`config.mk`:
```
export PLATFORM = sky130hd
export DESIGN_NAME = ysyx_210247_mem_stage_flat
export DESIGN_NICKNAME = d
export VERILOG_FILES = /design/src/rtl/ysyx_210247_mem_stage_pkg.sv /design/src/rtl/ysyx_210247_mem_stage_if.sv /design/src/rtl/ysyx_210247_lsu_align.sv /design/src/rtl/ysyx_210247_mem_stage.sv /design/src/flat_wrapper.sv
export SDC_FILE = /design/constraint.sdc
export NUM_CORES = 1
export LEC_CHECK = 0
export CAP_MARGIN = 10
export CORE_AREA = 2 2 266 268
export DETAILED_ROUTE_END_ITERATION = 16
export DIE_AREA = 0 0 268 270
export REMOVE_ABC_BUFFERS = 1
export SYNTH_ARGS = -nofsm -noshare
export SYNTH_HDL_FRONTEND = slang
export SYNTH_SLANG_ARGS = --single-unit
```
`constraint.sdc`:
```
create_clock -name clk -period 4 [get_ports clk]
set_input_delay 1.2 -clock clk [delete_from_list [all_inputs] [get_ports clk]]
set_output_delay 1.2 -clock clk [all_outputs]
set_load 0.005 [all_outputs]
```
`src/rtl/ysyx_210247_mem_stage_pkg.sv`:
```
// ysyx_210247_mem_stage_pkg: bus layouts, funct3 encodings and FSM states for the MEM stage.
package ysyx_210247_mem_stage_pkg;

    localparam int EXE_TO_MEM_BUS = 299;
    localparam int MEM_TO_WB_BUS  = 166;

    localparam logic [2:0] F3_B  = 3'b000;
    localparam logic [2:0] F3_H  = 3'b001;
    localparam logic [2:0] F3_W  = 3'b010;
    localparam logic [2:0] F3_D  = 3'b011;
    localparam logic [2:0] F3_BU = 3'b100;
    localparam logic [2:0] F3_HU = 3'b101;
    localparam logic [2:0] F3_WU = 3'b110;

    typedef struct packed {
        logic [63:0] pc;
        logic [31:0] inst;
        logic [4:0]  rd;
        logic        rd_wen;
        logic        mem_ren;
        logic        mem_wen;
        logic [2:0]  funct3;
        logic [63:0] addr;
        logic [63:0] sdata;
        logic [63:0] alu;
    } exe_to_mem_t;

    typedef struct packed {
        logic [63:0] pc;
        logic [31:0] inst;
        logic [4:0]  rd;
        logic        rd_wen;
        logic [63:0] wb_data;
    } mem_to_wb_t;

    typedef enum logic [1:0] {
        IDLE      = 2'd0,
        WAIT_RESP = 2'd1,
        HOLD      = 2'd2
    } mem_state_e;

    function automatic logic [7:0] strb_mask(input logic [1:0] sz);
        return sz == 2'd0 ? 8'h01 : sz == 2'd1 ? 8'h03 : sz == 2'd2 ? 8'h0F : 8'hFF;
    endfunction

endpackage

```
`src/rtl/ysyx_210247_mem_stage_if.sv`:
```
// ysyx_210247_mem_stage_if: single-outstanding request/response data-memory port.
interface ysyx_210247_mem_stage_if;
    logic        req;
    logic        ready;
    logic        we;
    logic [63:0] addr;
    logic [63:0] wdata;
    logic [7:0]  wstrb;
    logic        rvalid;
    logic [63:0] rdata;

    modport master (output req, we, addr, wdata, wstrb, input ready, rvalid, rdata);
    modport slave  (input req, we, addr, wdata, wstrb, output ready, rvalid, rdata);
endinterface

```
`src/rtl/ysyx_210247_lsu_align.sv`:
```
// ysyx_210247_lsu_align: store shift/strobe generation and load byte select/extension.
// MEM_MISALIGN_TRAP_EN enables the misaligned-access flag; otherwise natural alignment is forced.
module ysyx_210247_lsu_align
    import ysyx_210247_mem_stage_pkg::*;
(
    input  logic [2:0]  funct3,
    input  logic        mem_wen,
    input  logic [2:0]  addr_lo,
    input  logic [63:0] sdata,
    input  logic [63:0] rdata,
    output logic [63:0] wdata,
    output logic [7:0]  wstrb,
    output logic [63:0] ldata,
    output logic        misalign
);
    logic [2:0]  lo_mask;
    logic [2:0]  off;
    logic [63:0] sh;

    // Offset bits below the access size are dropped, giving a naturally aligned lane.
    assign lo_mask = 3'b111 << funct3[1:0];
    assign off     = addr_lo & lo_mask;
    assign wdata   = sdata << {off, 3'b000};
    assign wstrb   = mem_wen ? strb_mask(funct3[1:0]) << off : 8'h00;
    assign sh      = rdata >> {off, 3'b000};

    always_comb begin
        ldata = funct3 == F3_B  ? {{56{sh[7]}}, sh[7:0]} :
                funct3 == F3_H  ? {{48{sh[15]}}, sh[15:0]} :
                funct3 == F3_W  ? {{32{sh[31]}}, sh[31:0]} :
                funct3 == F3_BU ? {56'h0, sh[7:0]} :
                funct3 == F3_HU ? {48'h0, sh[15:0]} :
                funct3 == F3_WU ? {32'h0, sh[31:0]} : sh;
    end

`ifdef MEM_MISALIGN_TRAP_EN
    assign misalign = |(addr_lo & ~lo_mask);
`else
    assign misalign = 1'b0;
`endif

endmodule

```
`src/rtl/ysyx_210247_mem_stage.sv`:
```
// ysyx_210247_mem_stage: MEM stage FSM (IDLE/WAIT_RESP/HOLD) and load-data register.
// MEM_MISALIGN_TRAP_EN: misaligned accesses skip memory and complete with mem_misalign_o=1.
module ysyx_210247_mem_stage
    import ysyx_210247_mem_stage_pkg::*;
(
    input  logic                      clk,
    input  logic                      rst_n,
    input  logic                      mem_valid_in,
    input  logic [EXE_TO_MEM_BUS-1:0] exe_to_mem_bus_i,
    output logic                      mem_allow_in,
    output logic                      mem_valid_out,
    output logic [MEM_TO_WB_BUS-1:0]  mem_to_wb_bus_o,
    input  logic                      mem_allow_out,
    ysyx_210247_mem_stage_if.master   dmem,
    output logic                      mem_misalign_o
);
    exe_to_mem_t bus;
    mem_to_wb_t  wb;
    mem_state_e  state_q, state_d;
    logic [63:0] ldata_q, ldata_d;
    logic        mis_q, mis_d;
    logic        is_mem;
    logic        misalign;
    logic [63:0] ld_ext;
    logic [63:0] wb_data;
    logic        rd_wen;

    assign bus    = exe_to_mem_t'(exe_to_mem_bus_i);
    assign is_mem = bus.mem_ren | bus.mem_wen;

    ysyx_210247_lsu_align u_align (
        .funct3   (bus.funct3),
        .mem_wen  (bus.mem_wen),
        .addr_lo  (bus.addr[2:0]),
        .sdata    (bus.sdata),
        .rdata    (ldata_q),
        .wdata    (dmem.wdata),
        .wstrb    (dmem.wstrb),
        .ldata    (ld_ext),
        .misalign (misalign)
    );

    assign dmem.we        = bus.mem_wen;
    assign dmem.addr      = {bus.addr[63:3], 3'b000};
    assign mem_misalign_o = state_q == HOLD && mis_q;

    always_comb begin
        state_d       = state_q;
        ldata_d       = ldata_q;
        mis_d         = mis_q;
        dmem.req      = 1'b0;
        mem_allow_in  = mem_allow_out;
        mem_valid_out = 1'b0;
        wb_data       = bus.alu;
        rd_wen        = bus.rd_wen;
        unique case (state_q)
            IDLE: begin
                if (mem_valid_in && is_mem) begin
                    mem_allow_in = 1'b0;
                    mis_d        = misalign;
                    if (misalign) begin
                        state_d = HOLD;
                    end else begin
                        dmem.req = 1'b1;
                        state_d  = dmem.ready ? WAIT_RESP : IDLE;
                    end
                end else begin
                    mem_valid_out = mem_valid_in;
                end
            end
            WAIT_RESP: begin
                mem_allow_in = 1'b0;
                if (dmem.rvalid) begin
                    ldata_d = dmem.rdata;
                    state_d = HOLD;
                end
            end
            HOLD: begin
                mem_valid_out = 1'b1;
                wb_data       = bus.mem_ren && !mis_q ? ld_ext : bus.alu;
                rd_wen        = bus.rd_wen & ~bus.mem_wen & ~mis_q;
                state_d       = mem_allow_out ? IDLE : HOLD;
            end
            default: state_d = IDLE;
        endcase
    end

    always_comb begin
        wb = '{pc: bus.pc, inst: bus.inst, rd: bus.rd, rd_wen: rd_wen, wb_data: wb_data};
    end

    assign mem_to_wb_bus_o = wb;

    always_ff @(posedge clk or negedge rst_n) begin
        if (!rst_n) begin
            state_q <= IDLE;
            ldata_q <= 64'h0;
            mis_q   <= 1'b0;
        end else begin
            state_q <= state_d;
            ldata_q <= ldata_d;
            mis_q   <= mis_d;
        end
    end

endmodule
```
`src/flat_wrapper.sv`:
```
// flat-port wrapper written by rule: the top's interface ports become plain ports
module ysyx_210247_mem_stage_flat import ysyx_210247_mem_stage_pkg::*;
  (clk, rst_n, mem_valid_in, exe_to_mem_bus_i, mem_allow_in, mem_valid_out, mem_to_wb_bus_o, mem_allow_out, mem_misalign_o, dmem_req, dmem_we, dmem_addr, dmem_wdata, dmem_wstrb, dmem_ready, dmem_rvalid, dmem_rdata);
  ysyx_210247_mem_stage_if dmem_i ();
  input  logic clk;
  input  logic rst_n;
  input  logic mem_valid_in;
  input  logic [EXE_TO_MEM_BUS-1:0] exe_to_mem_bus_i;
  output logic mem_allow_in;
  output logic mem_valid_out;
  output logic [MEM_TO_WB_BUS-1:0] mem_to_wb_bus_o;
  input  logic mem_allow_out;
  output logic mem_misalign_o;
  output wire logic [$bits(dmem_i.req)-1:0] dmem_req;
  output wire logic [$bits(dmem_i.we)-1:0] dmem_we;
  output wire logic [$bits(dmem_i.addr)-1:0] dmem_addr;
  output wire logic [$bits(dmem_i.wdata)-1:0] dmem_wdata;
  output wire logic [$bits(dmem_i.wstrb)-1:0] dmem_wstrb;
  input wire logic [$bits(dmem_i.ready)-1:0] dmem_ready;
  input wire logic [$bits(dmem_i.rvalid)-1:0] dmem_rvalid;
  input wire logic [$bits(dmem_i.rdata)-1:0] dmem_rdata;
  assign dmem_req = dmem_i.req;
  assign dmem_we = dmem_i.we;
  assign dmem_addr = dmem_i.addr;
  assign dmem_wdata = dmem_i.wdata;
  assign dmem_wstrb = dmem_i.wstrb;
  assign dmem_i.ready = dmem_ready;
  assign dmem_i.rvalid = dmem_rvalid;
  assign dmem_i.rdata = dmem_rdata;
  ysyx_210247_mem_stage u_core (.clk(clk), .rst_n(rst_n), .mem_valid_in(mem_valid_in), .exe_to_mem_bus_i(exe_to_mem_bus_i), .mem_allow_in(mem_allow_in), .mem_valid_out(mem_valid_out), .mem_to_wb_bus_o(mem_to_wb_bus_o), .mem_allow_out(mem_allow_out), .dmem(dmem_i), .mem_misalign_o(mem_misalign_o));
endmodule
```
# After elaboration in Yosys (flattened, before gate mapping)
# Cells that the tools add are included.
dict set report classes {
  eq_ne 11
  n_shift 4
  mux 24
  n_bitwise 4
  reduce_logical 6
}
# op n
set ops {}
lappend ops {{$mux W64} 8}
lappend ops {{$shl A64 B6 Y64} 1}
lappend ops {{$shr A64 B6 Y64} 1}
lappend ops {{$mux W8} 4}
lappend ops {{$eq A3 B3 Y1 const B} 3}
lappend ops {{$shl A8 B3 Y8} 1}
lappend ops {{$mux W1} 6}
lappend ops {{$mux W2} 3}
lappend ops {{$pmux W2 S3} 1}
lappend ops {{$eq A2 B1 Y1 const B} 2}
lappend ops {{$eq A2 B2 Y1 const B} 2}
lappend ops {{$logic_not A2 Y1} 2}
lappend ops {{$pmux W1 S2} 2}
lappend ops {{$reduce_and A2 Y1} 2}
lappend ops {{$and A3 B3 Y3} 1}
lappend ops {{$eq A3 B1 Y1 const B} 1}
lappend ops {{$eq A3 B2 Y1 const B} 1}
lappend ops {{$logic_not A3 Y1} 1}
lappend ops {{$shl A3 B2 Y3 const A} 1}
lappend ops {{$ne A2 B1 Y1 const B} 1}
lappend ops {{$ne A2 B2 Y1 const B} 1}
lappend ops {{$and A1 B1 Y1} 1}
lappend ops {{$logic_and A1 B1 Y1} 1}
lappend ops {{$not A1 Y1} 1}
lappend ops {{$or A1 B1 Y1} 1}
dict set report word_totals {
  regBits 66
  inputBits 369
  output_inout_bits 307
}

# Logic depth before layout (Yosys ltp)
dict set report logic_depth {
  depth_word 11
  mapped_depth 10
  ltp_nobuf 6
}

# Modules after synthesis
# A second synthesis with hierarchy kept.
dict set report hier_totals {
  hier_cells 1132
  area_unflattened_um2 9335.2
}
# mod instances cells_per_inst area_per_inst_um2 seq_area_each_um2
set modules_own_cells {}
lappend modules_own_cells {ysyx_210247_mem_stage 1 402 4908.5 1676.6}
lappend modules_own_cells {ysyx_210247_lsu_align 1 730 4426.7 0.0}

# Least setup slack after synthesis
# No wires, ideal clock.
dict set report synth_path {
  path_type {input-to-output}
  from {input exe_to_mem_bus_i[193]}
  to {output mem_to_wb_bus_o[42]}
  t_arrival_ns 2.759
  required_time_ns 2.800
  setup_slack_ns 0.041
  path_stages 9
  path_buffers 3
  cell_sequence {buf_2 > inv_1 > o21ai_2 > a221oi_2 > o21ai_1 > a311oi_2 > buf_4 > buf_6 > a21oi_1}
}
dict set report synth_between {
  elab_chain_len 11
  elab_cells_between_ends 17
  classes_between {eq/ne (5); shift (2); mux (8); bitwise (1); reduce/logical (1)}
}
# item line
set synth_lines {}
lappend synth_lines {{start: declaration} flat_wrapper.sv:8} ;# input logic [EXE_TO_MEM_BUS-1:0] exe_to_mem_bus_i;
lappend synth_lines {{$shl A3 B2 Y3} ysyx_210247_lsu_align.sv:21} ;# assign lo_mask = 3'b111 << funct3[1:0];
lappend synth_lines {{$and A3 B3 Y3} ysyx_210247_lsu_align.sv:22} ;# assign off = addr_lo & lo_mask;
lappend synth_lines {{$shr A64 B6 Y64} ysyx_210247_lsu_align.sv:25} ;# assign sh = rdata >> {off, 3'b000};
lappend synth_lines {{$mux W64} ysyx_210247_lsu_align.sv:33} ;# funct3 == F3_WU ? {32'h0, sh[31:0]} : sh;
lappend synth_lines {{$mux W64} ysyx_210247_lsu_align.sv:32} ;# funct3 == F3_HU ? {48'h0, sh[15:0]} :
lappend synth_lines {{$mux W64} ysyx_210247_lsu_align.sv:31} ;# funct3 == F3_BU ? {56'h0, sh[7:0]} :
lappend synth_lines {{$mux W64} ysyx_210247_lsu_align.sv:30} ;# funct3 == F3_W ? {{32{sh[31]}}, sh[31:0]} :
lappend synth_lines {{$mux W64} ysyx_210247_lsu_align.sv:29} ;# funct3 == F3_H ? {{48{sh[15]}}, sh[15:0]} :
lappend synth_lines {{$mux W64 (*)} ysyx_210247_lsu_align.sv:28} ;# ldata = funct3 == F3_B ? {{56{sh[7]}}, sh[7:0]} :
lappend synth_lines {{$mux W64 (*)} ysyx_210247_mem_stage.sv:80} ;# wb_data = bus.mem_ren && !mis_q ? ld_ext : bus.alu;
lappend synth_lines {{$mux W64 (*)} ysyx_210247_mem_stage.sv:56} ;# unique case (state_q)
lappend synth_lines {{end: declaration} flat_wrapper.sv:11} ;# output logic [MEM_TO_WB_BUS-1:0] mem_to_wb_bus_o;
# Mark *: on every way between the ends. The rest lies on a longest branch, timed or not.

# Worst setup path after layout
dict set report layout_path {
  from {input exe_to_mem_bus_i[192]}
  to {output mem_to_wb_bus_o[32]}
}
# The elaborated chain is that of the path after synthesis.

==> key figures <==
Outcome
  • Outcome: complete, but fails checks
  • Failing checks: negative setup slack

Cells and area
  • Filler cell count in the final layout: 7669
  • Final nets: 1836
  • Final core occ: 21.68%
  • Multi-input gate area in the final layout: 0.005856 sq mm
  • Register Area: 0.001652 sq mm
  • Non-filler cells, final: 2414
  • Area Growth Syn to Fin: 87.29%
  • Share of cells above drive strength 1: 46.54%

CTS
  • Reg clk slew, reported paths: 0.06 ns
  • Worst-skew pair later-pin latency: 0.35 ns
  • CTS tree: yes
  • Cts bufs inserted: 9
  • Clock sink count: 66
  • H-Tree Depth: 3
  • Root Driver: clkbuf_16
  • CTS Buffer Depth: 2

Routing
  • Met3 WL post-DR: 12900 um
  • Metal2 WL: 31500 um
  • Drt total wl: 70230 um
  • Vias: 10085
  • Routed Antenna Nets: 0
  • DRC viols: 0
  • Top routing layer used: met5
  • Per-cell routed wire length: 29.09 um
  • Initial DRC count: 525
  • Vias per inst: 4.178
  • Wl on met1: 24150 um
  • DR pass1 iterations: 5

Die
  • Die H: 270 um
  • Number of cell rows: 97
  • DIE WIDTH: 268 um
  • Total Die Area: 0.07236 sq mm
  • CORE AREA: 0.06954 sq mm
  • Num ports: 676
  • Initial Util: 11.58%

Placement
  • Number of I/O port buffers: 347
  • Pre-CTS WS: -1.300 ns
  • Placed cells: 2283
  • Post-DP HPWL: 56200 um
  • Routability Congestion: 0.8830

Yosys
  • Top-area cell type share of the netlist area: 20.52%
  • Most numerous cell in the Yosys netlist: nand2_1
  • Fraction of registers with async set/reset: 100.0%
  • Post-synthesis register bit count: 66
  • Synthesis Warnings: 0
  • Post-synth top cells: nand2_1 (187), buf_4 (169), nor2_1 (98)
  • Post-synth design cell area: 0.008050 sq mm
  • Post-Syn Instances: 1082
  • Top cells by area, synth: dfrtp_1 (21%), buf_4 (16%), mux2_2 (10%)
  • Number of synthesized flops with an enable pin: 0
  • Register area share after synthesis: 20.52%
  • Post-synth cell types: 48
  • Synth Flop Type: dfrtp_1
  • Syn Area/Cell: 7.440 sq um
  • Synth area leader: dfrtp_1

Global routing
  • Initial antenna violation count: 7
  • Total GRT Usage: 18.35%
  • Total grt overflow: 0
  • Pin count of the biggest net entering global routing: 66
  • First-pass GRT wire length: 89580 um
  • Number of global-route vias before repair: 9872

STA
  • Clock Skews: 0.003685 ns
  • Total negative setup slack: -21.48 ns
  • Worst Tran Pin Value: 1.003 ns
  • RSZ-0062 raised after global routing: yes
  • Fin. Hold Viols: 0
  • Fmax: 228.7 MHz
  • Max-Slew Margin vs Limit: 33.14%
  • Post-route worst setup slack: -0.3716 ns
  • Max-slew violations: 0
  • Worst Hold Slack: 0.5160 ns
  • Period utilization: 109.3%
  • Final Setup Violations: 103
  • Final worst path period need: 4.372 ns

Power and ir drop
  • Worst IR Drop VDD: 180.4 uV
  • Leak: 6.203 nW
  • Pwr Density: 311.8 mW/mm^2

Critical path
  • R2r endpoint: u_core.ldata_q[4]$_DFFE_PN0P_
  • Register-to-register path setup slack: 2.09 ns
  • R2R Path Start: u_core.state_q[0]$_DFFE_PN0P_
  • Worst Setup EP: mem_to_wb_bus_o[32]
  • Startpoint types: primary input
  • Worst Setup SP: exe_to_mem_bus_i[192]
  • R2R depth: 3
  • Worst-path fanout max: 7
  • Critical path class: primary input to output port
  • CP endpoint kind: output port
  • Required time worst endpoint: 2.80 ns
  • WP data arrival: 3.17 ns

Worst hold path
  • Hold WC Path Type: flop to flop

Run
  • Max_cap viols: 0
routing by layer:
metal  GRT usage (%)  vias to the layer above
met5           3.919                        -
met4           3.425                       20
met3           14.37                       81
met2           29.27                      826
met1           18.70                     4798
li1                -                     4360
area by class of cell:
class | count | share of cell area [%]
antenna | 2 | 0.03319
clock buffer | 9 | 1.494
clock inverter | 7 | 0.3651
inverter | 4 | 0.1245
multi-input combinational | 762 | 38.84
sequential | 66 | 10.95
tap | 940 | 7.801
timing repair buffer | 624 | 40.39
power breakdown:
group	switching, mW	internal, mW	total [mW]	leakage [nW]
clock	0.353	0.424	0.777	0.132
combinational	1.13	1.42	2.54	5.29
sequential	0.419	0.960	1.38	0.785
total	1.90	2.80	4.70	6.20
worst max-delay path: stages:
cell and delay [ns]:
buf_12 0.11, nand2b_4 0.15, mux2_4 0.32, a221oi_4 0.30, o21ai_2 0.13, a311oi_4 0.34
buf_12 0.19, buf_8 0.11, buf_8 0.12, a21oi_1 0.06, buf_2 0.13
per-stage QoR:
stage               cell area [sq um]  total power [mW]
global placement                12590             3.545
finish                          15080             4.701
global route                    15070             4.967
floorplan                        6441             2.214
detailed placement              12590             3.552
CTS                             14380             4.571
cells in the final DEF, fill, tap and decap left out, types with 4 or more instances in the layout:
master and instances:
clkdlybuf4s50_1 211, nand2_1 174, buf_4 141, nor2_1 90
buf_2 83, buf_6 82, mux2_2 75, dfrtp_1 66
buf_12 48, a21oi_2 43, a21oi_1 40, mux2i_4 32
clkbuf_2 32, a31oi_1 24, o21ai_0 23, mux2i_1 23
a211oi_2 23, nand3_1 20, o21ai_1 17, nor2b_1 14
and3_1 14, nand2_2 11, buf_8 11, a21o_1 10
o22a_1 9, o21ai_2 9, clkbuf_16 9, mux2i_2 8
mux4_2 7, nor4bb_1 7, a2bb2oi_1 7, nor2_2 6
nand3_2 6, and3_4 6, dlygate4sd2_1 5, a22oi_1 4
o221ai_2 4, conb_1 4, buf_16 4
flip-flops by register name, indices dropped and copies added, names as in the netlist:
signal,flops
u_core.ldata_q,64
u_core.state_q,2
kinds of logic (layout without fill, tap and decap cells):
kind of cell    after synthesis  count (layout)  share of synthesized area [%]
other cells                   1               6                        0.04658
compound gates              235             235                          18.04
simple gates                377             377                          20.66
mux                         146             146                          20.42
flops                        66              66                          20.52
buf+inv                     257             644                          20.31
timing repair:
action | CTS | global route
cloned | 10 | 0
hold buffers | 0 | 0
gates resized for setup | 594 | 308
endpoints found under the setup margin | 136 | 131
pin swaps | 42 | 89
buffers inserted | 76 | 54
how the worst min path moves through the flow:
stage / to / start / cells after the start
6_report: u_core.ldata_q[6]$_DFFE_PN0P_ / u_core.ldata_q[6]$_DFFE_PN0P_ / 1
5_1_grt: u_core.ldata_q[5]$_DFFE_PN0P_ / u_core.ldata_q[5]$_DFFE_PN0P_ / 1
4_1_cts: u_core.ldata_q[6]$_DFFE_PN0P_ / u_core.ldata_q[6]$_DFFE_PN0P_ / 1
3_5_place_dp: u_core.ldata_q[6]$_DFFE_PN0P_ / u_core.ldata_q[6]$_DFFE_PN0P_ / 1
3_3_place_gp: u_core.ldata_q[6]$_DFFE_PN0P_ / u_core.ldata_q[6]$_DFFE_PN0P_ / 1
2_1_floorplan: u_core.state_q[0]$_DFFE_PN0P_ / u_core.state_q[1]$_DFFE_PN0P_ / 1
Power figures use the tool's default switching activity.
